[src/rtl/maze_pkg.sv]
// Shared map geometry, requester tags and the response-pipeline entry used by
// the map ROM arbiter.
package maze_pkg;

    localparam int MAP_W      = 30;
    localparam int MAP_DEPTH  = 21;
    localparam int MAP_ADDR_W = 5;
    localparam int MAP_COL_W  = 5;

    typedef enum logic {
        OWN_VGA  = 1'b0,
        OWN_GAME = 1'b1
    } owner_e;

    typedef struct packed {
        logic                 valid;
        owner_e               owner;
        logic                 oor;
        logic [MAP_COL_W-1:0] col;
    } pipe_entry_t;

endpackage

[src/rtl/map_arb_pipe.sv]
// Two-stage tagged response pipeline: stage 0 lines up with the ROM address
// register, stage 1 with the ROM's registered data output.
module map_arb_pipe
    import maze_pkg::*;
(
    input  logic        Clk,
    input  logic        Reset,
    input  pipe_entry_t inEntry,
    output pipe_entry_t outEntry
);

    pipe_entry_t stage [2];

    always_ff @(posedge Clk or posedge Reset) begin
        if (Reset) begin
            stage[0] <= '0;
            stage[1] <= '0;
        end else begin
            stage[0] <= inEntry;
            stage[1] <= stage[0];
        end
    end

    assign outEntry = stage[1];

endmodule

[src/rtl/map_rom_arbiter.sv]
// Shares one synchronous map ROM between the VGA row fetcher and the game's
// wall query. Optional starvation guard: MAP_ARB_STARVE_GUARD_EN.
module map_rom_arbiter
    import maze_pkg::*;
#(
    parameter int DATA_W     = MAP_W,
    parameter int DEPTH      = MAP_DEPTH,
    parameter int ADDR_W     = MAP_ADDR_W,
    parameter int COL_W      = MAP_COL_W,
    parameter int STARVE_MAX = 8
) (
    input  logic              Clk,
    input  logic              Reset,
    input  logic              vga_req,
    input  logic [ADDR_W-1:0] vga_addr,
    output logic              vga_gnt,
    output logic              vga_rvalid,
    output logic [DATA_W-1:0] vga_rdata,
    input  logic              game_req,
    input  logic [ADDR_W-1:0] game_row,
    input  logic [COL_W-1:0]  game_col,
    output logic              game_gnt,
    output logic              game_rvalid,
    output logic              game_wall,
    output logic [ADDR_W-1:0] rom_addr,
    input  logic [DATA_W-1:0] rom_data
);

    logic forceGame;

`ifdef MAP_ARB_STARVE_GUARD_EN
    localparam int CNT_W = $clog2(STARVE_MAX + 1);
    logic [CNT_W-1:0] starveCnt;

    assign forceGame = (int'(starveCnt) >= STARVE_MAX);

    // Saturates at STARVE_MAX; the forced grant that follows clears it.
    always_ff @(posedge Clk or posedge Reset) begin
        if (Reset)
            starveCnt <= '0;
        else if (!game_req || game_gnt)
            starveCnt <= '0;
        else if (!forceGame)
            starveCnt <= starveCnt + 1'b1;
    end
`else
    assign forceGame = 1'b0;
`endif

    // Grants are held low during reset so nothing is issued across it.
    assign vga_gnt  = !Reset && vga_req && !(forceGame && game_req);
    assign game_gnt = !Reset && game_req && (!vga_req || forceGame);

    logic              anyGnt;
    logic [ADDR_W-1:0] selRow;
    logic [COL_W-1:0]  selCol;
    logic              issueOor;

    assign anyGnt   = vga_gnt || game_gnt;
    assign selRow   = vga_gnt ? vga_addr : game_row;
    assign selCol   = vga_gnt ? '0 : game_col;
    assign issueOor = (int'(selRow) >= DEPTH);

    always_ff @(posedge Clk or posedge Reset) begin
        if (Reset)
            rom_addr <= '0;
        else if (anyGnt && !issueOor)
            rom_addr <= selRow;
    end

    pipe_entry_t inEntry;
    pipe_entry_t outEntry;

    always_comb begin
        inEntry       = '0;
        inEntry.valid = anyGnt;
        inEntry.owner = vga_gnt ? OWN_VGA : OWN_GAME;
        inEntry.oor   = issueOor;
        inEntry.col   = MAP_COL_W'(selCol);
    end

    map_arb_pipe u_pipe (
        .Clk      (Clk),
        .Reset    (Reset),
        .inEntry  (inEntry),
        .outEntry (outEntry)
    );

    logic              colOor;
    logic [DATA_W-1:0] shifted;

    // Column 0 is the row MSB: shift the queried cell up into the top bit.
    assign colOor  = (int'(outEntry.col) >= DATA_W);
    assign shifted = rom_data << outEntry.col;

    assign vga_rvalid  = outEntry.valid && (outEntry.owner == OWN_VGA);
    assign game_rvalid = outEntry.valid && (outEntry.owner == OWN_GAME);
    assign vga_rdata   = outEntry.oor ? '1 : rom_data;
    assign game_wall   = game_rvalid && (outEntry.oor || colOor || shifted[DATA_W-1]);

endmodule

[config.mk]
export PLATFORM = sky130hd
export DESIGN_NAME = map_rom_arbiter
export DESIGN_NICKNAME = d
export VERILOG_FILES = /design/src/rtl/maze_pkg.sv /design/src/rtl/map_arb_pipe.sv /design/src/rtl/map_rom_arbiter.sv
export SDC_FILE = /design/constraint.sdc
export NUM_CORES = 1
export LEC_CHECK = 0
export CAP_MARGIN = 10
export CORE_MARGIN = 3
export CORE_UTILIZATION = 27
export DETAILED_ROUTE_END_ITERATION = 10
export PLACE_DENSITY_LB_ADDON = 0.3
export RECOVER_POWER = 100
export SKIP_LAST_GASP = 1
export SYNTH_ARGS = -nofsm -noshare
export SYNTH_HDL_FRONTEND = slang
export SYNTH_SLANG_ARGS = --single-unit
[constraint.sdc]
create_clock -name Clk -period 5.5 [get_ports Clk]
set_clock_uncertainty 0.15 [all_clocks]
set_input_delay 0.825 -clock Clk [delete_from_list [all_inputs] [get_ports Clk]]
set_output_delay 0.825 -clock Clk [all_outputs]
set_load 0.03 [all_outputs]
Word-level counts from Yosys, hierarchy flattened
Index checks and enable logic that the tools add are counted.
- bitwise operators: 1
- muxes and demuxes: 4
- $lt $le $gt $ge: 2
- $mul: 0
- add/subtract/negate cells: 0
- reductions and logical operators: 13
- eq/ne operators: 0
- div/mod/pow operators: 0
- shift operators: 1
- operators with widths (operator ; number):
    two-way mux 30 bit ; 1
    << shifter 30 x 5 -> 30 bit ; 1
    greater-or-equal comparator 5 bit, second input constant ; 2
    two-way mux 5 bit ; 2
    logical AND 1 bit ; 7
    zero test 1 bit ; 3
    logical OR 1 bit ; 3
    two-way mux 1 bit ; 1
    inverter 1 bit ; 1
- register bits: 21
- word-level logic and storage cells: 30
- memories kept: 0
- bits in writable memories: 0
- latch bits: 0
- bits in read-only memories: 0
- output and inout bits: 40

Longest topological paths before layout
Gate-level depths: netlist of run 1.
- word-level depth: 6
- mapped depth: 7

Cells and area by module
Synthesis of run 1 repeated with hierarchy kept, for this count alone.
- cells, all modules: 124
- area total of the unflattened synthesis: 1343.8 um^2
- by module, submodules not included (module ; seq. area each (um^2) ; times used ; area an instance (um^2) ; cells each):
    map_rom_arbiter ; 125.1 ; 1 ; 879.6 ; 99
    map_arb_pipe ; 400.4 ; 1 ; 464.2 ; 25

Least setup slack after synthesis of run 1
OpenSTA, ideal clock, no wires.
- kind: input -> output
- from: input port rom_data[18]
- to: output port game_wall
- slack: 2.597 ns
- data arrival time: 1.928 ns
- cell stages on the path: 5
- path buffers: 0
- data required time: 4.525 ns
- path through: mux4_2 -> mux2i_1 -> nand3_1 -> nand2_1 -> nor3_1
- cells in the longest elaborated chain, start to end: 3
- ends and longest elaborated chain (item ; RTL line ; source):
    start: declaration ; map_rom_arbiter.sv:26 ; input logic [DATA_W-1:0] rom_data
    << shifter 30 x 5 -> 30 bit ; map_rom_arbiter.sv:94 ; assign shifted = rom_data << outEntry.col;
    logical OR 1 bit ; map_rom_arbiter.sv:99 ; assign game_wall = game_rvalid && (outEntry.oor || colOor || shifted[DATA_W-1]);
    logical AND 1 bit ; map_rom_arbiter.sv:99 ;
    end: declaration ; map_rom_arbiter.sv:24 ; output logic game_wall,
Every way passes these cells.

Worst setup path after layout of run 1
- from: input port rom_data[24]
- to: output port game_wall
Same word-level chain as after synthesis.

==> results.sh, run 1 <==
export IMPL_cts_hold_buffers=0
export IMPL_cp_data_arrival_time_ps=2970
export IMPL_clk_pin_slew_worst_paths_ps=70
export IMPL_status="finished clean"
export IMPL_async_flop_share_pct=100
export IMPL_hpwl_um=2920
export IMPL_antenna_left=0
export IMPL_finalMaxSlewViolations=0
export IMPL_finalCritPeriodShare_pct=71.7
export IMPL_ys_warn_count=0
export IMPL_yosysUniqueCellTypes=29
export IMPL_cap_violations=0
export IMPL_postCtsSetupRepairBufs=0
export IMPL_synth_cells=111
export IMPL_worstSetupPathType="in -> out"
export IMPL_power_mw=0.487
export IMPL_ys_seq_area_share_pct=41.3
export IMPL_layout_nets=246
export IMPL_max_freq_mhz=254
export IMPL_cts_buffers=3
export IMPL_relSlewSlack_pct=39.2
export IMPL_final_min_clock_period_ps=3940
export IMPL_cts_tree="done"
export IMPL_grt_usage_pct=12.2
export IMPL_yosysTopAreaCellShare_pct=41.3
export IMPL_worstPathMaxFanout=2
export IMPL_dr_pass1_iters=2
export IMPL_synth_area_leaders="dfrtp_1, or2_2, mux4_2"
export IMPL_via_per_inst=4.70
export IMPL_fin_util_pct=49.3
export IMPL_ys_flop_type="dfrtp_1"
export IMPL_grt_pass1_wl_um=5260
export IMPL_portBuffers=88
export IMPL_die_x_um=74.6
export IMPL_vdd_ir_drop_worst_v=0.000106
export IMPL_fillers=402
export IMPL_num_rows=24
export IMPL_synth_enable_flop_cells=0
export IMPL_vias=1165
export IMPL_yosysTopAreaCell="dfrtp_1"
export IMPL_diodes=0
export IMPL_grt_pass1_vias=1168
export IMPL_cts_max_level=1
export IMPL_syn2layout_area_growth_pct=72.3
export IMPL_fin_setup_tns_ps=0
export IMPL_powerDensity_nw_per_um2=222
export IMPL_io_pins=89
export IMPL_cts_sinks=21
export IMPL_syn_num_nets=160
export IMPL_dieArea_um2=5570
export IMPL_design_core_area_um2=4440
export IMPL_tightestPinTransition_ps=903
export IMPL_initial_core_util_pct=28.6
export IMPL_clk_path_buf_depth=2
export IMPL_cp_start_kind="primary input"
export IMPL_grt_start_max_net_pins=34
export IMPL_setup_viol=0
export IMPL_overflow=0
export IMPL_rsz0062_at_grt="no"
export IMPL_grt_antenna_before_repair=0
export IMPL_required_ps=4530
export IMPL_die_y_um=74.6
export IMPL_hold_violations=0
export IMPL_wirelength_um=3470
export IMPL_drt_iter0_markers=19
export IMPL_layout_drive_gt1_share_pct=27.0
export IMPL_drc=0
export IMPL_gp_congestion=0.837
export IMPL_wire_per_inst_um=14.0
export IMPL_power_leakage_nw=0.887
export IMPL_avgSynthCellArea_um2=11.5
export IMPL_cts_resized=0
export IMPL_synth_seq_cells=21
export IMPL_synth_area_um2=1270
export IMPL_end_kind="output pin"
export IMPL_holdCritPathClass="reg -> reg"
export IMPL_cts_root_buffer="clkbuf_8"
export IMPL_clock_latency_ps=250
[synth_stat cells, types with 2 or more instances]
cell type	n
and2_2	5
nand2_1	7
mux4_2	7
mux2i_1	4
nor2_1	5
inv_1	2
mux2_4	4
or2_2	30
mux2_2	3
clkbuf_1	5
dfrtp_1	21
[worst max-delay path: stages]
cell and delay, ps:
clkdlybuf4s50_1 440, mux4_2 480, mux2_2 270, nor4_1 180, nor3_1 80, dlygate4sd3_1 690
[cells in the final DEF, fill, tap and decap left out, drive strengths merged, types with 2 or more instances in the layout]
cell	instances
or3	2
dlygate4sd3	42
and2	6
dfrtp	21
mux2i	4
clkdlybuf4s50	46
nor2b	2
mux2	7
or2	30
nand2	7
clkbuf	3
inv	2
nor2	5
mux4	7
[final cells by class]
class	instances	area [µm²]	area share, %
inverters	3	12.5	0.571
clock buffers	3	41.3	1.88
flip-flops and latches	21	526	24.0
multi-input cells	80	661	30.2
clock inverters	1	5.00	0.228
repair buffers	88	881	40.2
well taps	52	65.1	2.97
[power breakdown]
group / total, mW / internal (mW) / switching (mW)
Combinational: 0.205 / 0.106 / 0.0981
Clock: 0.0963 / 0.0503 / 0.0460
Sequential: 0.186 / 0.170 / 0.0161
[per-layer routing]
metal / share of wire (%) / vias up / track usage, %
met5: 0 / - / 0
met4: 0.55 / 0 / 2.37
met2: 47 / 72 / 22.4
li1: - / 547 / -
met1: 41 / 544 / 14.2
met3: 12 / 2 / 3.34
[sequential cells by signal, summed over array words and instances, names as in the netlist]
name             count
u_pipe.stage         8
u_pipe.outEntry      8
rom_addr             5
[path summary, 6_finish.rpt]
check | from | to | slack, ps | depth (start not counted)
setup / recovery | rom_data[24] | game_wall | 1560 | 6
hold / removal | u_pipe.stage[9] | u_pipe.outEntry[1] | 200 | 0
setup reg to reg | rom_addr[1] | rom_addr[1] | 4590 | 1
hold reg to reg | u_pipe.stage[9] | u_pipe.outEntry[1] | 200 | 0
max in group asynchronous | Reset | u_pipe.outEntry[0] | 3660 | 2
min in group asynchronous | Reset | u_pipe.stage[15] | 1070 | 2
[kinds of logic (layout without fill, tap and decap cells)]
group,after synthesis,after routing,synth area share (%)
simple gates,58,58,27.6
flops,21,21,41.3
mux,18,18,22.9
buf+inv,10,95,4.04
compound gates,4,4,4.13
[per-stage QoR]
step	std cells	area (µm²)	setup WS, ps	hold WS, ps
after floorplan	111	1270	2600	181
after global placement	244	2180	1680	182
after detailed placement	244	2180	1660	186
after CTS	248	2230	1650	203
after global routing	248	2190	1420	207
final	248	2190	1560	201
Note: power is estimated with default switching activity, not from simulation.
==> inputs of run 2 (changes only) <==
==> constraint.sdc (replaced) <==
create_clock -name Clk -period 3.8 [get_ports Clk]
set_clock_uncertainty 0.15 [all_clocks]
set_input_delay 0.57 -clock Clk [delete_from_list [all_inputs] [get_ports Clk]]
set_output_delay 0.57 -clock Clk [all_outputs]
set_load 0.03 [all_outputs]
==> run 2 against run 1 <==
- utilization shrank 0.25 points
- clock-buffer cell count is the same
- design area shrank 0.51%
- clock power grew 44%
- critical endpoint unchanged
- wire length grew 0.52%
- cell count is the same
- largest cell class unchanged
- via count is the same
- global-route usage is the same
==> results.sh, run 2 (synthesis results as in run 1) <==
export IMPL_die_y_um=74.6
export IMPL_worstSetupPathType="in -> out"
export IMPL_portBuffers=88
export IMPL_worstPathMaxFanout=2
export IMPL_gp_congestion=0.837
export IMPL_via_per_inst=4.70
export IMPL_setup_viol=0
export IMPL_power_mw=0.701
export IMPL_num_rows=24
export IMPL_vias=1165
export IMPL_postCtsSetupRepairBufs=0
export IMPL_final_cell_mix="clkdlybuf4s50_1, dlygate4sd3_1, or2_2"
export IMPL_drt_iter0_markers=19
export IMPL_design_core_area_um2=4440
export IMPL_clk_path_buf_depth=2
export IMPL_grt_antenna_before_repair=0
export IMPL_path_cells="clkdlybuf4s50_1 -> mux4_2 -> mux2_2 -> nor4_1 -> nor3_1 -> dlygate4sd3_1"
export IMPL_relSlewSlack_pct=49.8
export IMPL_timing_rr_start="rom_addr[1]"
export IMPL_seq_area_um2=526
export IMPL_cts_sinks=21
export IMPL_holdWs_ps=201
export IMPL_syn2layout_area_growth_pct=71.5
export IMPL_grt_start_max_net_pins=34
export IMPL_max_freq_mhz=291
export IMPL_diodes=0
export IMPL_grt_pass1_vias=1168
export IMPL_end_kind="output pin"
export IMPL_cts_hold_buffers=0
export IMPL_clock_latency_ps=250
export IMPL_die_x_um=74.6
export IMPL_final_min_clock_period_ps=3430
export IMPL_reg2regPathDepth=1
export IMPL_grt_usage_pct=12.2
export IMPL_final_common_cell="clkdlybuf4s50_1"
export IMPL_cp_start_kind="primary input"
export IMPL_min_path_cells=0
export IMPL_cts_tree="done"
export IMPL_drc=0
export IMPL_critPathMaxStageDelay_ps=690
export IMPL_fin_setup_tns_ps=0
export IMPL_finalCritPeriodShare_pct=90.3
export IMPL_cp_data_arrival_time_ps=2710
export IMPL_cts_resized=0
export IMPL_hpwl_um=2920
export IMPL_hold_violations=0
export IMPL_worstHoldStart="u_pipe.stage[13]"
export IMPL_power_leakage_nw=0.873
export IMPL_cap_violations=0
export IMPL_finalMaxSlewViolations=0
export IMPL_cts_root_buffer="clkbuf_8"
export IMPL_setup_ws_ps=369
export IMPL_clk_pin_slew_worst_paths_ps=70
export IMPL_multi_input_area_um2=649
export IMPL_wirelength_um=3490
export IMPL_grt_pass1_wl_um=5260
export IMPL_dieArea_um2=5570
export IMPL_overflow=0
export IMPL_status="finished clean"
export IMPL_cts_buffers=3
export IMPL_dr_pass1_iters=2
export IMPL_fillers=406
export IMPL_cts_max_level=1
export IMPL_initial_core_util_pct=28.6
export IMPL_required_ps=3080
export IMPL_place_ws_ps=466
export IMPL_vdd_ir_drop_worst_v=0.000153
export IMPL_rsz0062_at_grt="no"
export IMPL_powerDensity_nw_per_um2=322
export IMPL_cp_slowest_cell="dlygate4sd3_1"
export IMPL_layout_drive_gt1_share_pct=27.6
export IMPL_holdCritPathClass="reg -> reg"
export IMPL_layout_nets=246
export IMPL_tightestPinTransition_ps=753
export IMPL_startpoint="rom_data[24]"
export IMPL_io_pins=89
export IMPL_antenna_left=0
export IMPL_wire_per_inst_um=14.1
export IMPL_fin_util_pct=49.0
[run 2: cell types whose count changed in the layout (fill, tap and decap cells not counted)]
cell	delta
mux2_4	-3
o21ai_1	+1
mux2_2	+4
mux2_1	-1
o21ai_0	-1
[run 2: cell type report]
class                      instances  share of cell area (%)
timing repair buffer              88                    40.4
multi-input combinational         80                    29.8
sequential                        21                    24.1
tap                               52                    2.99
clock buffer                       3                    1.89
inverter                           3                   0.574
clock inverter                     1                   0.230
[run 2: metal layers]
metal  GRT usage [%]  wire length (µm)  vias to the layer above
met5               0                 0                        -
met4            2.37                19                        0
met3            3.34               409                        2
met2            22.4              1640                       72
met1            14.2              1420                      544
li1                -                 -                      547
[run 2: where the power goes]
part | switching [mW] | internal, mW
Combinational | 0.142 | 0.150
Clock | 0.0666 | 0.0728
Sequential | 0.0236 | 0.246
Total | 0.232 | 0.469
[run 2: through the flow]
stage / std cells / cell area [µm²]
6_report: 248 / 2180
5_1_grt: 248 / 2180
4_1_cts: 248 / 2230
3_5_place_dp: 244 / 2180
3_3_place_gp: 244 / 2180
2_1_floorplan: 111 / 1270
[run 2: worst max-delay path: cells and delay by family]
| family | cells | cell delay [ps] |
|---|---|---|
| simple gates | 2 | 260 |
| buf+inv | 2 | 1130 |
| mux | 2 | 750 |
[run 2: final timing paths]
kind	to	slack, ps
worst max-delay path	game_wall	370
worst min-delay path	u_pipe.outEntry[5]	200
worst max register to register	rom_addr[1]	2880
worst min register to register	u_pipe.outEntry[5]	200
max in group asynchronous	u_pipe.outEntry[6]	2210
min in group asynchronous	rom_addr[3]	820
